==> config.mk <==
export PLATFORM = sky130hd
export DESIGN_NAME = money_ledger_flat
export DESIGN_NICKNAME = d
export VERILOG_FILES = /design/src/rtl/money_pkg.sv /design/src/rtl/money_ledger_if.sv /design/src/rtl/player_purse.sv /design/src/rtl/money_ledger.sv /design/src/flat_wrapper.sv
export SDC_FILE = /design/constraint.sdc
export NUM_CORES = 1
export LEC_CHECK = 0
export BUFFER_PORTS_ARGS = -buffer_cell sky130_fd_sc_hd__buf_2
export CELL_PAD_IN_SITES_DETAIL_PLACEMENT = 0
export CELL_PAD_IN_SITES_GLOBAL_PLACEMENT = 1
export CORE_UTILIZATION = 45
export DETAILED_ROUTE_END_ITERATION = 7
export GPL_ROUTABILITY_DRIVEN = 1
export GPL_TIMING_DRIVEN = 0
export MAX_ROUTING_LAYER = met4
export PLACE_DENSITY_LB_ADDON = 0.1
export RECOVER_POWER = 25
export SLEW_MARGIN = 10
export SYNTH_ARGS = -nofsm -noshare
export SYNTH_HDL_FRONTEND = slang
export SYNTH_HIERARCHICAL = 1
export SYNTH_SLANG_ARGS = --single-unit
==> constraint.sdc <==
create_clock -name FrameClk -period 14.1 [get_ports FrameClk]
set_input_delay 1.41 -clock FrameClk [delete_from_list [all_inputs] [get_ports FrameClk]]
set_output_delay 1.41 -clock FrameClk [all_outputs]
set_load 0.01 [all_outputs]
==> src/rtl/money_pkg.sv <==
// money_pkg: shared sizes, money codes, purse states and value helpers for the money ledger
package money_pkg;
    localparam int NUM_SPAWNS     = 4;
    localparam int CARRY_MAX      = 3;
    localparam int DEPOSIT_FRAMES = 30;
    localparam int SCORE_W        = 8;
    localparam int CODE_W         = 2 * NUM_SPAWNS;
    localparam int CNT_W          = $clog2(CARRY_MAX + 1);
    localparam int PTR_W          = $clog2(CARRY_MAX);
    localparam int NW             = $clog2(NUM_SPAWNS + 1);
    localparam int TMR_W          = $clog2(DEPOSIT_FRAMES);
    localparam logic [SCORE_W-1:0] VAL_SMALL = SCORE_W'(1);
    localparam logic [SCORE_W-1:0] VAL_LARGE = SCORE_W'(3);
    typedef enum logic [1:0] {MONEY_NONE, MONEY_SMALL, MONEY_LARGE, MONEY_RSVD} money_t;
    typedef enum logic [1:0] {ST_IDLE, ST_CARRY, ST_BANK, ST_DEAD} purse_state_t;
    function automatic logic [SCORE_W-1:0] money_value(input money_t m);
        return m == MONEY_SMALL ? VAL_SMALL : m == MONEY_LARGE ? VAL_LARGE : '0;
    endfunction
    // Reserved code 3 counts as no pickup.
    function automatic logic is_touched(input logic [1:0] c);
        return c == 2'd1 || c == 2'd2;
    endfunction
    function automatic logic [NW-1:0] count_touched(input logic [CODE_W-1:0] c);
        logic [NW-1:0] n;
        n = '0;
        for (int i = 0; i < NUM_SPAWNS; i++) n = n + NW'(is_touched(c[2*i+:2]));
        return n;
    endfunction
    // Circular purse index: rd + cnt + k never exceeds 8, so 4 bits suffice.
    function automatic logic [PTR_W-1:0] wrap(input logic [3:0] x);
        return PTR_W'(x % 4'(CARRY_MAX));
    endfunction
endpackage

==> src/rtl/money_ledger_if.sv <==
// money_ledger_if: spawner/game-side bus of the money ledger
// master: drives RoundStart, per-spawn collect codes, Dead and AtBank levels; reads acks, bags, scores, banking
// slave : the ledger, which drives the acks, bag counts, scores and banking flags
interface money_ledger_if;
    import money_pkg::*;
    logic                RoundStart;
    logic [CODE_W-1:0]   P1Collect, P2Collect;
    logic                P1Dead, P2Dead, P1AtBank, P2AtBank;
    logic                P1Collected, P2Collected;
    logic [CNT_W-1:0]    P1Bags, P2Bags;
    logic [SCORE_W-1:0]  P1Score, P2Score;
    logic                P1Banking, P2Banking;
    modport master (
        output RoundStart, P1Collect, P2Collect, P1Dead, P2Dead, P1AtBank, P2AtBank,
        input  P1Collected, P2Collected, P1Bags, P2Bags, P1Score, P2Score, P1Banking, P2Banking
    );
    modport slave (
        input  RoundStart, P1Collect, P2Collect, P1Dead, P2Dead, P1AtBank, P2AtBank,
        output P1Collected, P2Collected, P1Bags, P2Bags, P1Score, P2Score, P1Banking, P2Banking
    );
endinterface

==> src/rtl/player_purse.sv <==
// player_purse: one player's carried-bag FIFO, carry/bank/dead FSM, deposit timer and saturating score
// clk_i, rst_n_i : frame clock, async active-low reset
// clr_i          : round start, synchronous clear with top priority
// dead_i, at_bank_i : player hit / player inside bank zone (levels)
// push_i, codes_i   : accepted pickup and the per-spawn codes to push in ascending spawn order
// bags_o, score_o, banking_o : bags carried, banked score, deposit in progress
module player_purse
    import money_pkg::*;
(
    input  logic                clk_i,
    input  logic                rst_n_i,
    input  logic                clr_i,
    input  logic                dead_i,
    input  logic                at_bank_i,
    input  logic                push_i,
    input  logic [CODE_W-1:0]   codes_i,
    output logic [CNT_W-1:0]    bags_o,
    output logic [SCORE_W-1:0]  score_o,
    output logic                banking_o
);
    purse_state_t        state_q, state_d;
    money_t              mem_q [CARRY_MAX];
    money_t              mem_d [CARRY_MAX];
    logic [PTR_W-1:0]    rd_q, rd_d;
    logic [CNT_W-1:0]    cnt_q, cnt_d;
    logic [TMR_W-1:0]    timer_q, timer_d;
    logic [SCORE_W-1:0]  score_q, score_d;
    logic [SCORE_W:0]    sum;
    logic [NW-1:0]       k;
    logic                timer_done, pop;

    assign timer_done = timer_q == TMR_W'(DEPOSIT_FRAMES - 1);
    // Leaving the bank zone, dying or a round start in the final frame all forfeit the pop.
    assign pop        = state_q == ST_BANK && at_bank_i && timer_done && !dead_i && !clr_i;
    assign sum        = {1'b0, score_q} + {1'b0, money_value(mem_q[rd_q])};

    always_ff @(posedge clk_i or negedge rst_n_i) begin
        if (!rst_n_i) state_q <= ST_IDLE;
        else          state_q <= state_d;
    end

    always_comb begin
        state_d = state_q;
        if (clr_i) state_d = ST_IDLE;
        else if (dead_i) state_d = ST_DEAD;
        else begin
            case (state_q)
                ST_IDLE:  state_d = push_i ? ST_CARRY : ST_IDLE;
                ST_CARRY: state_d = (at_bank_i && cnt_q != '0) ? ST_BANK : ST_CARRY;
                ST_BANK:  state_d = !at_bank_i ? ST_CARRY : (pop && cnt_q == CNT_W'(1)) ? ST_IDLE : ST_BANK;
                default:  state_d = push_i ? ST_CARRY : ST_IDLE;
            endcase
        end
    end

    always_comb begin
        banking_o = state_q == ST_BANK;
    end

    always_comb begin
        mem_d   = mem_q;
        rd_d    = rd_q;
        cnt_d   = cnt_q;
        k       = '0;
        timer_d = (clr_i || dead_i || state_q != ST_BANK || !at_bank_i || timer_done) ? '0 : timer_q + TMR_W'(1);
        score_d = clr_i ? '0 : pop ? (sum[SCORE_W] ? '1 : sum[SCORE_W-1:0]) : score_q;
        if (clr_i || dead_i) begin
            rd_d  = '0;
            cnt_d = '0;
        end else if (pop) begin
            rd_d  = wrap(4'(rd_q) + 4'd1);
            cnt_d = cnt_q - CNT_W'(1);
        end else if (push_i) begin
            // Pop needs AtBank and an ack needs !AtBank, so push and pop never share an edge.
            for (int i = 0; i < NUM_SPAWNS; i++) begin
                if (is_touched(codes_i[2*i+:2])) begin
                    mem_d[wrap(4'(rd_q) + 4'(cnt_q) + 4'(k))] = money_t'(codes_i[2*i+:2]);
                    k = k + NW'(1);
                end
            end
            cnt_d = cnt_q + CNT_W'(k);
        end
    end

    always_ff @(posedge clk_i or negedge rst_n_i) begin
        if (!rst_n_i) begin
            mem_q   <= '{default: MONEY_NONE};
            rd_q    <= '0;
            cnt_q   <= '0;
            timer_q <= '0;
            score_q <= '0;
        end else begin
            mem_q   <= mem_d;
            rd_q    <= rd_d;
            cnt_q   <= cnt_d;
            timer_q <= timer_d;
            score_q <= score_d;
        end
    end

    assign bags_o  = cnt_q;
    assign score_o = score_q;
endmodule

==> src/rtl/money_ledger.sv <==
// money_ledger: acks spawner pickups per player and keeps each player's purse and banked score
// FrameClk : sole clock
// Reset_n  : asynchronous active-low reset
// bus      : slave side of money_ledger_if (collect codes, Dead/AtBank levels, RoundStart in; acks, bags, scores, banking out)
module money_ledger
    import money_pkg::*;
(
    input  logic           FrameClk,
    input  logic           Reset_n,
    money_ledger_if.slave  bus
);
    logic [NW-1:0] n1, n2;

    assign n1 = count_touched(bus.P1Collect);
    assign n2 = count_touched(bus.P2Collect);
    // All-or-nothing: ack only when every touched bag fits in the purse.
    assign bus.P1Collected = n1 != '0 && !bus.P1Dead && !bus.P1AtBank && !bus.RoundStart
                             && (4'(bus.P1Bags) + 4'(n1)) <= 4'(CARRY_MAX);
    assign bus.P2Collected = n2 != '0 && !bus.P2Dead && !bus.P2AtBank && !bus.RoundStart
                             && (4'(bus.P2Bags) + 4'(n2)) <= 4'(CARRY_MAX);

    player_purse u_p1 (
        .clk_i     (FrameClk),
        .rst_n_i   (Reset_n),
        .clr_i     (bus.RoundStart),
        .dead_i    (bus.P1Dead),
        .at_bank_i (bus.P1AtBank),
        .push_i    (bus.P1Collected),
        .codes_i   (bus.P1Collect),
        .bags_o    (bus.P1Bags),
        .score_o   (bus.P1Score),
        .banking_o (bus.P1Banking)
    );

    player_purse u_p2 (
        .clk_i     (FrameClk),
        .rst_n_i   (Reset_n),
        .clr_i     (bus.RoundStart),
        .dead_i    (bus.P2Dead),
        .at_bank_i (bus.P2AtBank),
        .push_i    (bus.P2Collected),
        .codes_i   (bus.P2Collect),
        .bags_o    (bus.P2Bags),
        .score_o   (bus.P2Score),
        .banking_o (bus.P2Banking)
    );
endmodule

==> src/flat_wrapper.sv <==
// flat-port wrapper written by rule: the top's interface ports become plain ports
module money_ledger_flat import money_pkg::*;
  (FrameClk, Reset_n, bus_RoundStart, bus_P1Collect, bus_P2Collect, bus_P1Dead, bus_P2Dead, bus_P1AtBank, bus_P2AtBank, bus_P1Collected, bus_P2Collected, bus_P1Bags, bus_P2Bags, bus_P1Score, bus_P2Score, bus_P1Banking, bus_P2Banking);
  money_ledger_if bus_i ();
  input  logic FrameClk;
  input  logic Reset_n;
  input wire logic [$bits(bus_i.RoundStart)-1:0] bus_RoundStart;
  input wire logic [$bits(bus_i.P1Collect)-1:0] bus_P1Collect;
  input wire logic [$bits(bus_i.P2Collect)-1:0] bus_P2Collect;
  input wire logic [$bits(bus_i.P1Dead)-1:0] bus_P1Dead;
  input wire logic [$bits(bus_i.P2Dead)-1:0] bus_P2Dead;
  input wire logic [$bits(bus_i.P1AtBank)-1:0] bus_P1AtBank;
  input wire logic [$bits(bus_i.P2AtBank)-1:0] bus_P2AtBank;
  output wire logic [$bits(bus_i.P1Collected)-1:0] bus_P1Collected;
  output wire logic [$bits(bus_i.P2Collected)-1:0] bus_P2Collected;
  output wire logic [$bits(bus_i.P1Bags)-1:0] bus_P1Bags;
  output wire logic [$bits(bus_i.P2Bags)-1:0] bus_P2Bags;
  output wire logic [$bits(bus_i.P1Score)-1:0] bus_P1Score;
  output wire logic [$bits(bus_i.P2Score)-1:0] bus_P2Score;
  output wire logic [$bits(bus_i.P1Banking)-1:0] bus_P1Banking;
  output wire logic [$bits(bus_i.P2Banking)-1:0] bus_P2Banking;
  assign bus_i.RoundStart = bus_RoundStart;
  assign bus_i.P1Collect = bus_P1Collect;
  assign bus_i.P2Collect = bus_P2Collect;
  assign bus_i.P1Dead = bus_P1Dead;
  assign bus_i.P2Dead = bus_P2Dead;
  assign bus_i.P1AtBank = bus_P1AtBank;
  assign bus_i.P2AtBank = bus_P2AtBank;
  assign bus_P1Collected = bus_i.P1Collected;
  assign bus_P2Collected = bus_i.P2Collected;
  assign bus_P1Bags = bus_i.P1Bags;
  assign bus_P2Bags = bus_i.P2Bags;
  assign bus_P1Score = bus_i.P1Score;
  assign bus_P2Score = bus_i.P2Score;
  assign bus_P1Banking = bus_i.P1Banking;
  assign bus_P2Banking = bus_i.P2Banking;
  money_ledger u_core (.FrameClk(FrameClk), .Reset_n(Reset_n), .bus(bus_i));
endmodule
# After elaboration in Yosys (flattened, before gate mapping)
# Index checks and enable logic that the tools add are counted.
[totals]
register_bits = 50
latch_bits = 0
mem_bits_rw = 0
romBits = 0
inputBits = 23
output_inout_bits = 24
wordCells = 307
n_memories = 0
[classes]
n_addsub = 32
n_mul = 0
div_mod_pow = 10
magnitude_cmp = 20
n_eq_ne = 30
n_shift = 0
n_mux = 124
n_bitwise = 14
reduce_logical = 61
[op_table]
columns = ["cell", "count"]
rows = [
  ["6-bit 2-to-1 mux", 26],
  ["2-bit 2-to-1 mux", 44],
  ["3-bit 2-to-1 mux", 22],
  ["6-bit bitwise mux", 8],
  ["8-bit 2-to-1 mux", 6],
  ["4-bit by 2-bit modulo with 4-bit output, second input constant", 10],
  ["2-bit demux with 2-bit select", 8],
  ["3-bit greater-or-equal comparator, second input constant", 10],
  ["2-bit inverter with 3-bit output", 10],
  ["2-bit by 1-bit equality test with 1-bit output, second input constant", 14],
  ["1-bit logical AND", 28],
  ["2-bit equality test, second input constant", 12],
  ["3-bit by 1-bit < comparator with 1-bit output, second input constant", 8],
  ["8-bit by 2-bit adder with 9-bit output", 2],
  ["4-bit by 3-bit adder with 4-bit output", 4],
  ["1-bit logical OR", 16],
  ["3-bit by 1-bit adder with 3-bit output", 4],
  ["3-bit by 1-bit adder with 3-bit output, second input constant", 4],
  ["2-bit nonzero test", 6],
  ["3-bit nonzero test", 4],
  ["5-bit by 1-bit adder with 5-bit output, second input constant", 2],
  ["5-bit equality test, second input constant", 2],
  ["5-bit 2-to-1 mux", 2],
  ["2-bit by 3-bit adder with 4-bit output", 2],
  ["other kinds (15)", 37],
]

# Logic depth before layout (Yosys ltp)
# Gate-level depths: netlist of run 1.
[logic_depth]
depth_word = 32
mapped_depth = 27
ltp_nobuf = 25

# Modules after synthesis
# Netlist of run 1, hierarchy kept.
[modules_own_cells]
columns = ["module", "instances", "cells_per_inst", "area_each_um2", "seq_area_each_um2"]
rows = [
  ["player_purse at u_core.u_p2", 1, 390, 3148.0, 625.6],
  ["player_purse at u_core.u_p1", 1, 364, 2964.1, 625.6],
  ["money_ledger", 1, 24, 230.2, 0.0],
]

# Worst setup path after synthesis of run 1
# No wires, ideal clock.
[synth_timing]
kind = "input to register"
start = "input bus_P2Collect[3]"
end = "register u_core/u_p2/mem_q[0] (netlist bit)"
setup_time_ps = 132
arrival_time_ps = 6275
t_required_ps = 13968
slack_ps = 7693
path_stages = 27
n_path_buf = 2
cell_sequence = "clkbuf_2 > xor2_1 > clkinv_1 > ha_1 > xnor2_1 > inv_1 > ha_1 > ha_1 > buf_2 > nand3b_1 > o32ai_1 > nor2_1 > nor2_1 > ha_1 > inv_1 > ha_1 > nor3b_1 > o211a_1 > a211oi_2 > ha_1 > nor2b_1 > o21ai_0 > a211oi_1 > a22oi_4 > mux2_4 > o221ai_1 > nand3_1"
[synth_between]
elab_chain_len = 20
word_cells_on_any_way = 50
classes_between = "7 x add/sub; 2 x div; 5 x order compare; 2 x eq/ne; 23 x mux; 2 x bitwise; 9 x reduce/logical"
[synth_lines]
columns = ["item", "line", "source"]
rows = [
  ["from (decl)", "flat_wrapper.sv:9", "input wire logic [$bits(bus_i.P2Collect)-1:0] bus_P2Collect;"],
  ["2-bit by 1-bit equality test with 1-bit output or 2-bit equality test (tied branches)", "money_pkg.sv:21", "return c == 2'd1 || c == 2'd2;"],
  ["1-bit logical OR (*)", "money_pkg.sv:21", ""],
  ["3-bit 2-to-1 mux", "player_purse.sv:76", "if (is_touched(codes_i[2*i+:2])) begin"],
  ["3-bit 2-to-1 mux", "player_purse.sv:73", "end else if (push_i) begin"],
  ["3-bit 2-to-1 mux", "player_purse.sv:70", "end else if (pop) begin"],
  ["3-bit 2-to-1 mux", "player_purse.sv:67", "if (clr_i || dead_i) begin"],
  ["3-bit by 1-bit adder with 3-bit output or 4-bit by 3-bit adder with 4-bit output (tied branches)", "player_purse.sv:78, player_purse.sv:77", ""],
  ["3-bit 2-to-1 mux or 4-bit by 2-bit modulo with 4-bit output (tied branches)", "player_purse.sv:76, money_pkg.sv:31", ""],
  ["(+4 left out)", "-", ""],
  ["4-bit by 2-bit modulo with 4-bit output or 2-bit demux with 2-bit select (tied branches)", "money_pkg.sv:31, player_purse.sv:77", ""],
  ["2-bit inverter with 3-bit output (implied by the code) or 6-bit bitwise mux (tied branches)", "player_purse.sv:77", "mem_d[wrap(4'(rd_q) + 4'(cnt_q) + 4'(k))] = money_t'(codes_i[2*i+:2]);"],
  ["3-bit greater-or-equal comparator (implied by the code) (tied with other cells)", "player_purse.sv:77", ""],
  ["1-bit logical AND (implied by the code) or 6-bit 2-to-1 mux (tied branches)", "player_purse.sv:77, player_purse.sv:73", ""],
  ["2-bit 2-to-1 mux (implied by the code) or 6-bit 2-to-1 mux (tied branches)", "player_purse.sv:77, player_purse.sv:70", ""],
  ["2-bit demux with 2-bit select or 6-bit 2-to-1 mux (tied branches)", "player_purse.sv:77, player_purse.sv:67", ""],
  ["6-bit bitwise mux", "player_purse.sv:77", ""],
  ["6-bit 2-to-1 mux", "player_purse.sv:76", ""],
  ["to (signal assigned)", "player_purse.sv:93", "mem_q <= mem_d;"],
  ["to (decl)", "player_purse.sv:22", "money_t mem_q [CARRY_MAX];"],
]
# Mark *: on every way between the ends. The rest lies on a longest branch, timed or not. The select of a mux whose other input is x is not followed.
# A chain may end at the register's enable or synchronous reset.

# Worst setup path after layout of run 1
# Same ends and word-level chain as after synthesis.

==> flow_summary.yaml, run 1 <==
outcome:
  status: "finished with violations"
  violations: "design-rule violations, max-capacitance violations, max-slew violations"
routing:
  drtPass1Iterations: 6
  drc_errors: 1
  vias_per_cell: 5.893
  routed.top_layer: "met4"
  wl_met3_um: 377
  routed-wl-met2_mm: 7.719
  vias: 5958
  drt-initial-drc-count: 366
  drt-total-wl_mm: 15.53
  met1_length_mm: 7.149
  ant_nets: 0
  avgRoutedWirePerCell_um: 15.36
timing:
  final.setup.tns_ns: 0
  min_period_ns: 7.329
  rsz0062_at_grt: "no"
  setup_ws_ns: 6.771
  final-setup-viol-count: 0
  finClkSkew_ns: 0.003513
  slew_viol_final: 51
  fmax_ghz: 0.1365
  fin_crit_sh_pct: 51.98
  holdWs_ns: 0.4895
  slew-limit-headroom_pct: -81.91
  hold_viol: 0
  worst_pin_slew_ns: 2.729
worst_setup_path:
  start_kind: "input port"
  arrival_ns: 7.49
  cp_slowest_stage_delay_ns: 0.62
  cp_slowest_cell: "xor2_1"
  cp_common_cell: "ha_1"
  cp-end-kind: "flop"
  cp.required_ns: 14.27
  crit_fanout: 10
  cp_num_buf_inv: 6
  cp_top_family: "adder cells"
  crit_type: "in -> reg"
synthesis:
  synth_warnings: 6
  synthFlopType: "dfrtp_1"
  synth_top_family_by_area: "simple AND/OR/NAND/NOR gates"
  synth.area.mux_share_pct: 9.094
  syn_area_um2: 6342
  synth_cells: 778
  synth_cell_type_count: 87
  synthXorXnorAreaFrac_pct: 5.642
  synth.avg_cell_area_um2: 8.152
  synthesis.nets: 873
  synth_async_sr_flop_share_pct: 100.0
  ys_seq_area_share_pct: 19.73
  ys_seq_elements: 50
  synth_adder_area_share_pct: 14.91
  synth_compound_area_share_pct: 19.93
  synth-simple-area-share_pct: 25.51
  synth_edf_count: 0
job:
  cap_violations: 1
die:
  num_io_pins: 47
  die_x_um: 120.7
  die_y_um: 120.7
  dieArea_um2: 14570
  core_area_um2: 13830
  row_count: 43
  initial_utilization_pct: 45.87
cts:
  cts_root_buf: "clkbuf_16"
  clk_pin_slew_ns: 0.06
  cts_tree: "built"
  cts-buffers-inserted: 5
  clkSinkCount: 50
  max-clock-path-buffers: 2
  postCtsHoldBufs: 0
  post_cts_buffers: 0
  htreeDepth: 2
  cts_resized: 0
  clk_latency_ns: 0.29
placement:
  placed_cells: 1004
  port_buffers: 46
  dpl.hpwl_mm: 12.28
  place_ws_ns: 6.580
  gp_congestion: 0.8294
final_layout:
  num-fill-cells: 1369
  final-seq-area_um2: 1251
  final_cells: 1011
  fin_nets: 926
  multi_input_area_um2: 4762
  drive_above_1_share_pct: 12.03
  syn2layout_area_growth_pct: 9.824
  antennaDiodeCount: 0
global_route:
  grt_antenna_before_repair: 0
  grt.overflow.total: 0
  grt_max_degree: 51
  grt_pass1_wl_mm: 26.05
  grt_pass1_vias: 5666
  grtUsageTotal_pct: 22.51
worst_hold_path:
  min_path_type: "reg -> reg"
power:
  report.power.total_mw: 0.5968
  power_density_nw_per_um2: 85.67
  peakVddDrop_mv: 0.04508
  leakage_nw: 3.269
==> through the flow <==
| stage | cell area, um2 | utilization [%] |
|---|---|---|
| after floorplan | 6342 | - |
| after global placement | 6798 | 49.16 |
| after detailed placement | 6798 | 49.16 |
| after CTS | 6967 | 50.38 |
| after global routing | 6965 | 50.38 |
| final | 6965 | 50.38 |
==> registers in the layout, summed over array words and instances, names as in the netlist, 5 cells and up <==
register and flops:
u_core/u_p2/score_o 8, u_core/u_p1/score_o 8, u_core/u_p2/timer_q 5, u_core/u_p2/mem_q 6, u_core/u_p1/timer_q 5, u_core/u_p1/mem_q 6
==> cells in the final DEF (no fill, tap or decap), types with 9 or more instances in the layout <==
cell / netlist / layout
inv_1: 62 / 62
xor2_1: 20 / 20
nand2b_1: 21 / 21
and3_1: 18 / 18
mux2_2: 9 / 9
nand3_1: 33 / 33
a211oi_1: 20 / 20
o21ai_0: 31 / 31
nor3_1: 23 / 23
buf_2: 3 / 48
nand4_1: 12 / 12
nand2_1: 48 / 48
clkbuf_1: 14 / 15
a21oi_1: 31 / 31
mux2i_1: 42 / 42
ha_1: 66 / 66
xnor2_1: 14 / 14
nor2_1: 76 / 76
nor2b_1: 16 / 16
dfrtp_1: 50 / 50
==> worst paths after layout <==
kind	cells past startpoint	slack, ns	start	to
worst min register to register	1	0.49	u_core/u_p1/timer_q[0]	u_core/u_p1/timer_q[0]
max in group asynchronous	1	10.57	Reset_n	u_core/u_p1/bags_o[1]
worst max-delay path	27	6.77	bus_P2Collect[3]	u_core/u_p2/mem_q[0]
min in group asynchronous	1	1.98	Reset_n	u_core/u_p2/score_o[5]
worst min-delay path	1	0.49	u_core/u_p1/timer_q[0]	u_core/u_p1/timer_q[0]
worst max register to register	22	8.22	u_core/u_p1/rd_q[0]	u_core/u_p1/mem_q[0]
==> power by group <==
| part | switching (mW) | internal [mW] |
|---|---|---|
| sequential | 0.0170 | 0.159 |
| combinational | 0.158 | 0.124 |
| clock | 0.0513 | 0.0876 |
==> area by class of cell <==
type / count / share of cell area [%]
Inverter: 63 / 3.395
Sequential cell: 50 / 17.96
Timing Repair Buffer: 46 / 3.287
Tap cell: 180 / 3.233
Clock buffer: 6 / 1.994
Multi-Input combinational cell: 643 / 68.37
Buffer: 22 / 1.329
Clock inverter: 1 / 0.4311
==> kinds of logic (layout without fill, tap and decap cells) <==
kind of cell,Yosys count,in the layout
and+or+nand+nor,306,306
AOI/OAI and AO/OA,173,173
buffers and inverters,85,138
adders and majority gates,72,72
muxes,55,55
DFF,50,50
xor gates and xnor gates,37,37
==> cells in the mapped netlist (4+ instances only) <==
cell type	count	area, um2
nor4_1	5	31.28
o31a_1	6	52.55
or4_1	5	37.54
nand4_1	12	75.07
mux2i_1	42	420.4
a211oi_1	20	150.1
nand3b_1	7	52.55
nor3b_1	7	52.55
or3_1	6	37.54
or2_2	4	25.02
dfrtp_1	50	1251
a31oi_1	8	50.05
nor2b_1	16	100.1
nand2_1	48	180.2
o21ai_1	6	30.03
nand3_1	33	165.2
a21o_1	4	30.03
o21ai_0	31	155.2
fa_1	6	120.1
clkbuf_1	14	52.55
nand2b_1	21	131.4
mux2_2	9	101.4
o31ai_1	5	37.54
inv_1	62	232.7
and3_1	18	112.6
nor2_1	76	285.3
a21oi_1	31	155.2
xnor2_1	14	122.6
ha_1	66	825.8
nor3_1	23	115.1
o221ai_1	4	35.03
xor2_1	20	175.2
o21bai_1	8	60.06
o211ai_1	6	45.04
and2_1	6	37.54
==> routing by layer <==
layer | vias to the layer above | GRT usage [%]
li1 | 2938 | -
met1 | 2893 | 27.40
met2 | 105 | 39.80
met3 | 22 | 2.170
met4 | 0 | 5.787
met5 | - | -
(Power assumes the default switching activity.)
==> run 2: changes to the inputs <==
- ABC_AREA: default -> 1
- CORE_UTILIZATION: 45 -> 40
- clock period: 14.1 -> 6.4 ns (I/O delays scaled with it)
==> run 2 against run 1 <==
Compared with the run above: the run still ends with design-rule violations, max-capacitance violations, max-slew violations left; power grew to 2.8 times the previous value; area after synthesis decreased by 3.7%; utilization shrank 4.5 points; synthesized cell count up 20%; final cell count up 16%; via count down 4.3%; clock power increased by 120%; flip-flop and latch count unchanged; critical path depth increased by 3; combinational power grew to 3.5 times the previous value; sequential share of layout area up 0.61 points; clock-buffer cell count unchanged.
==> flow_summary.yaml, run 2 <==
outcome:
  status: "finished with violations"
  violations: "design-rule violations, max-capacitance violations, max-slew violations"
timing:
  final.setup.tns_ns: 0
  worst_pin_slew_ns: 2.743
  rsz0062_at_grt: "no"
  finClkSkew_ns: 0.007001
  hold_viol: 0
  slew-limit-headroom_pct: -82.89
  holdWs_ns: 0.4853
  fin_crit_sh_pct: 65.54
  min_period_ns: 4.195
  setup_ws_ns: 2.205
  slew_viol_final: 51
  final-setup-viol-count: 0
  fmax_ghz: 0.2384
placement:
  gp_congestion: 0.8415
  place_ws_ns: 1.908
  dpl.hpwl_mm: 11.33
  placed_cells: 1165
  detailed_place.area_um2: 6570
  port_buffers: 46
worst_setup_path:
  arrival_ns: 4.42
  cp.required_ns: 6.63
  cp-end-kind: "flop"
  cp_slowest_cell: "dfrtp_1"
  crit_fanout: 7
  cp_slowest_stage_delay_ns: 0.51
  start_kind: "flop"
  crit_type: "reg -> reg"
  cp_common_cell: "nand2_1"
routing:
  drt-initial-drc-count: 323
  vias: 5701
  avgRoutedWirePerCell_um: 11.74
  drc_errors: 2
  drt-total-wl_mm: 13.76
  drtPass1Iterations: 7
  vias_per_cell: 4.864
  ant_nets: 0
power:
  peakVddDrop_mv: 0.1614
  p_int_mw: 0.9002
  swShare_pct: 46.68
  comb_power_share_pct: 58.7
  leakage_nw: 3.738
  p_sw_mw: 0.7882
  report.power.total_mw: 1.688
  clkPwrFrac_pct: 18.3
  power_frac_seq_pct: 23.1
  power_density_nw_per_um2: 250.6
synthesis:
  synthFlopType: "dfrtp_1"
  ys_seq_area_share_pct: 20.48
  syn_area_um2: 6110
  synth_async_sr_flop_share_pct: 100.0
  synth_top_cells_by_area: "dfrtp_1 (20%), ha_1 (14%), nand2_1 (13%)"
  synth_cells: 935
  synth_warnings: 6
  synthesis.nets: 1030
  synth_cell_type_count: 38
  synth_common_cells: "nand2_1 (215), inv_1 (191), nand3_1 (103)"
  ys_seq_elements: 50
  synth.avg_cell_area_um2: 6.534
  synth_top_cell_area_share_pct: 20.48
  post-synth-top-count-cell: "nand2_1"
  synth_edf_count: 0
  synth_top_area_cell: "dfrtp_1"
cts:
  post_cts_buffers: 0
  clkSinkCount: 50
  cts_resized: 0
  htreeDepth: 2
  clk_latency_ns: 0.29
  max-clock-path-buffers: 2
  cts_root_buf: "clkbuf_16"
  cts-buffers-inserted: 5
  postCtsHoldBufs: 0
  cts_tree: "built"
  clk_pin_slew_ns: 0.07
global_route:
  grt.overflow.total: 0
  grt_pass1_vias: 5407
  grt_pass1_wl_mm: 24.36
  grtUsageTotal_pct: 19.05
  grt_antenna_before_repair: 0
  grt_max_degree: 51
final_layout:
  antennaDiodeCount: 0
  fin_util_pct: 45.84
  final_area_um2: 6738
  fin_nets: 1083
  layout_commonest_cell: "nand2_1"
  syn2layout_area_growth_pct: 10.28
  final_cells: 1172
  final_cell_mix: "nand2_1 (215), inv_1 (191), nand3_1 (103)"
  drive_above_1_share_pct: 12.45
die:
  die_y_um: 125.6
  initial_utilization_pct: 41.56
  row_count: 44
  dieArea_um2: 15770
  num_io_pins: 47
  die_x_um: 125.6
  core_area_um2: 14700
worst_hold_path:
  min_path_type: "reg -> reg"
job:
  cap_violations: 1
==> run 2: cell types whose count changed in the layout (fill, tap and decap cells not counted), sizes merged, moves of 18 or more <==
cell | before | now
a211oi | 22 | 0
and3 | 18 | 0
inv | 62 | 199
mux2i | 43 | 0
nand2 | 48 | 245
nand2b | 21 | 0
nand3 | 33 | 120
nand4 | 12 | 31
==> run 2: per-layer routing <==
| metal | track usage [%] | up-vias | part of all wire (%) |
|---|---|---|---|
| met5 | - | - | 0 |
| met4 | 3.085 | 0 | 1.1 |
| met2 | 32.16 | 70 | 47 |
| met1 | 24.73 | 2523 | 50 |
| met3 | 2.268 | 12 | 2.5 |
| li1 | - | 3096 | - |
==> run 2: path summary, 6_finish.rpt <==
path	start	depth (start not counted)	end	slack (ns)
hold reg to reg	u_core/u_p1/mem_q[4]	2	u_core/u_p1/mem_q[4]	0.49
setup reg to reg	u_core/u_p1/bags_o[0]	30	u_core/u_p1/mem_q[4]	2.21
max in group asynchronous	Reset_n	1	u_core/u_p2/mem_q[1]	3.63
min in group asynchronous	Reset_n	1	u_core/u_p1/score_o[7]	1.22
hold / removal	u_core/u_p1/mem_q[4]	2	u_core/u_p1/mem_q[4]	0.49
setup / recovery	u_core/u_p1/bags_o[0]	30	u_core/u_p1/mem_q[4]	2.21
==> run 2: worst max-delay path, delay by kind of cell, from the launching register on <==
kind                     cells  cell delay [ns]
buffers and inverters        7             0.53
flip-flops                   1             0.51
AO/OA/AOI/OAI                1             0.15
AND/OR/NAND/NOR             16             1.57
adder cells (fa/ha/maj)      6             1.41
==> run 2: cell type report <==
cell class                 count  area, um2
sequential                    50       1251
fill                        1592       7961
clock inverter                 1      30.03
inverter                     200      750.7
timing repair buffer          46      229.0
multi-input combinational    681       4081
buffer                         4      26.28
tap                          184      230.2
clock buffer                   6      138.9
==> run 2: power by group through the flow <==
stage                     registers (mW)  clock network, mW  logic (mW)
final                              0.389              0.309       0.990
after global routing               0.395              0.330        1.17
after CTS                          0.391              0.319        1.00
after detailed placement           0.397                  0       0.993
after global placement             0.397                  0       0.991
after floorplan                    0.384                  0       0.780
==> run 2: cell families (layout without fill, tap and decap cells) <==
kind of cell,after synthesis,in the layout,share of synthesized area (%)
AO/OA/AOI/OAI,90,90,8.356
AND/OR/NAND/NOR,484,484,37.70
buffers and inverters,204,257,12.72
adder cells (fa/ha/maj),72,72,15.48
XOR/XNOR,35,35,5.263
flip-flops,50,50,20.48
==> run 3: changes to the inputs <==
- ABC_AREA: 1 -> 0
- CORE_UTILIZATION: 40 -> 43
- clock period: 6.4 -> 3.5 ns (I/O delays scaled with it)
==> run 3 against run 2 <==
Compared with the run above: the run ends with max-capacitance violations, max-slew violations, negative setup slack left; fmax is 13% lower; sequential power is 81% higher; clock-buffer cell count is 1 higher; via count is 7.0% higher; worst hold slack worse by 0.11 ns; utilization is 10 points higher; wire length is 23% higher; clock power is 67% higher; die area is 3.4% lower; clock skew is 0.0019 ns higher; largest cell class unchanged.
==> flow_summary.yaml, run 3 (synthesis results as in run 1) <==
outcome:
  status: "finished with violations"
  violations: "max-capacitance violations, max-slew violations, negative setup slack"
job:
  cap_violations: 1
die:
  row_count: 44
  die_x_um: 123.4
  dieArea_um2: 15240
  core_area_um2: 14480
  num_io_pins: 47
  die_y_um: 123.4
  initial_utilization_pct: 43.80
timing:
  setup_ws_ns: -1.311
  rsz0062_at_grt: "yes"
  min_period_ns: 4.811
  worst_pin_slew_ns: 2.767
  fmax_ghz: 0.2079
  slew-limit-headroom_pct: -84.47
  finClkSkew_ns: 0.008893
  final-setup-viol-count: 12
  slew_viol_final: 51
  holdWs_ns: 0.3720
  hold_viol: 0
  fin_crit_sh_pct: 137.5
cts:
  cts_root_buf: "clkbuf_16"
  max-clock-path-buffers: 2
  cts_tree: "built"
  htreeDepth: 2
  clkSinkCount: 50
  clk_pin_slew_ns: 0.07
  clk_latency_ns: 0.29
  cts-buffers-inserted: 5
power:
  peakVddDrop_mv: 0.1855
  power_density_nw_per_um2: 334.3
  leakage_nw: 3.635
final_layout:
  fin_nets: 973
  layout_commonest_cell: "nor2_1"
  antennaDiodeCount: 0
  drive_above_1_share_pct: 27.76
  syn2layout_area_growth_pct: 28.45
  num-fill-cells: 1321
  final_cell_mix: "nor2_1 (75), inv_1 (55), nand2_1 (48)"
worst_setup_path:
  cp_common_cell: "ha_4"
  path_cells: "ha_4 > inv_2 > fa_2 > buf_6 > inv_4 > xnor2_4 > ha_4 > o41ai_4 > and2b_2 > ha_4 > inv_2 > ha_4 > inv_4 > nor4b_4 > nor2_1 > ha_2 > nand2b_4 > or4_4 > o211ai_4 > mux2_4 > o2111ai_2 > nand3_1"
  arrival_ns: 4.98
  crit_type: "reg -> reg"
  cp.required_ns: 3.67
  cp_slowest_cell: "fa_2"
  cp_num_buf_inv: 5
  cp_slowest_stage_delay_ns: 0.59
  cp_top_family: "adder cells"
  start_kind: "flop"
  cp-end-kind: "flop"
  crit_fanout: 5
global_route:
  grt_pass1_vias: 5701
  grt_pass1_wl_mm: 27.12
  grt_max_degree: 51
  grtUsageTotal_pct: 22.79
  grt_antenna_before_repair: 0
  grt.overflow.total: 0
placement:
  port_buffers: 46
  gp_congestion: 0.8279
  dpl.hpwl_mm: 12.41
  place_ws_ns: -1.873
routing:
  ant_nets: 0
  vias: 6099
  avgRoutedWirePerCell_um: 15.93
  drt-initial-drc-count: 305
  drc_errors: 0
  drtPass1Iterations: 5
  vias_per_cell: 5.738
  drt-total-wl_mm: 16.93
worst_hold_path:
  min_path_type: "in -> reg"
[run 3: worst reg2reg max path, stage by stage (launching register included)]
cell and delay (ns):
dfrtp_2 0.40, ha_4 0.13, inv_2 0.03, fa_2 0.59
buf_6 0.14, inv_4 0.04, xnor2_4 0.14, ha_4 0.19
o41ai_4 0.36, and2b_2 0.29, ha_4 0.16, inv_2 0.05
ha_4 0.15, inv_4 0.04, nor4b_4 0.22, nor2_1 0.08
ha_2 0.17, nand2b_4 0.13, or4_4 0.42, o211ai_4 0.30
mux2_4 0.37, o2111ai_2 0.17, nand3_1 0.09
[run 3: final timing paths]
path,startpoint,end,slack (ns),depth (start not counted)
max reg2reg,u_core/u_p1/bags_o[0],u_core/u_p1/mem_q[1],-1.31,22
min,bus_P1Collect[6],u_core/u_p1/mem_q[0],0.37,3
max,u_core/u_p1/bags_o[0],u_core/u_p1/mem_q[1],-1.31,22
min reg2reg,u_core/u_p2/timer_q[0],u_core/u_p2/timer_q[0],0.50,1
max in group asynchronous,Reset_n,u_core/u_p1/bags_o[0],0.78,1
min in group asynchronous,Reset_n,u_core/u_p2/state_q[0],0.93,1
[run 3: what timing repair did]
action | 4_1_cts | 5_1_grt
resized for setup | 37 | 66
setup buffers | 40 | 9
hold buffers | 0 | 0
setup endpoints to repair | 12 | 15
pin swaps | 23 | 26
[run 3: where the power goes]
| part | internal (mW) | switching [mW] |
|---|---|---|
| clock network | 0.306 | 0.211 |
| logic | 0.720 | 0.783 |
| registers | 0.642 | 0.0622 |
[run 3: per-layer routing]
| layer | up-vias | wire [um] | global-route usage (%) |
|---|---|---|---|
| met3 | 15 | 502 | 1.983 |
| met4 | 0 | 214 | 4.292 |
| met2 | 112 | 8503 | 39.21 |
| met5 | - | 0 | - |
| met1 | 2924 | 7711 | 29.31 |
| li1 | 3048 | - | - |
[run 3: metrics by stage]
step	TNS, ns	area [um2]	total power [mW]	util [%]	instances
after detailed placement	-21.29	7076	1.931	48.87	1008
after global routing	-16.50	8147	2.936	56.27	1063
after floorplan	-12.44	6615	1.639	-	778
after global placement	-20.11	7076	1.894	48.87	1008
final	-14.15	8147	2.724	56.27	1063
after CTS	-15.33	7726	2.581	53.36	1055
[run 3: area by class of cell]
type                       count  area [um2]  area share [%]
buffer                        21       138.9           1.705
multi-input combinational    643        5497           67.47
clock inverter                 1       8.758          0.1075
tap                          184       230.2           2.826
clock buffer                   7       152.6           1.874
sequential                    50        1256           15.42
inverter                      63       246.5           3.026
timing repair buffer          94       616.8           7.572
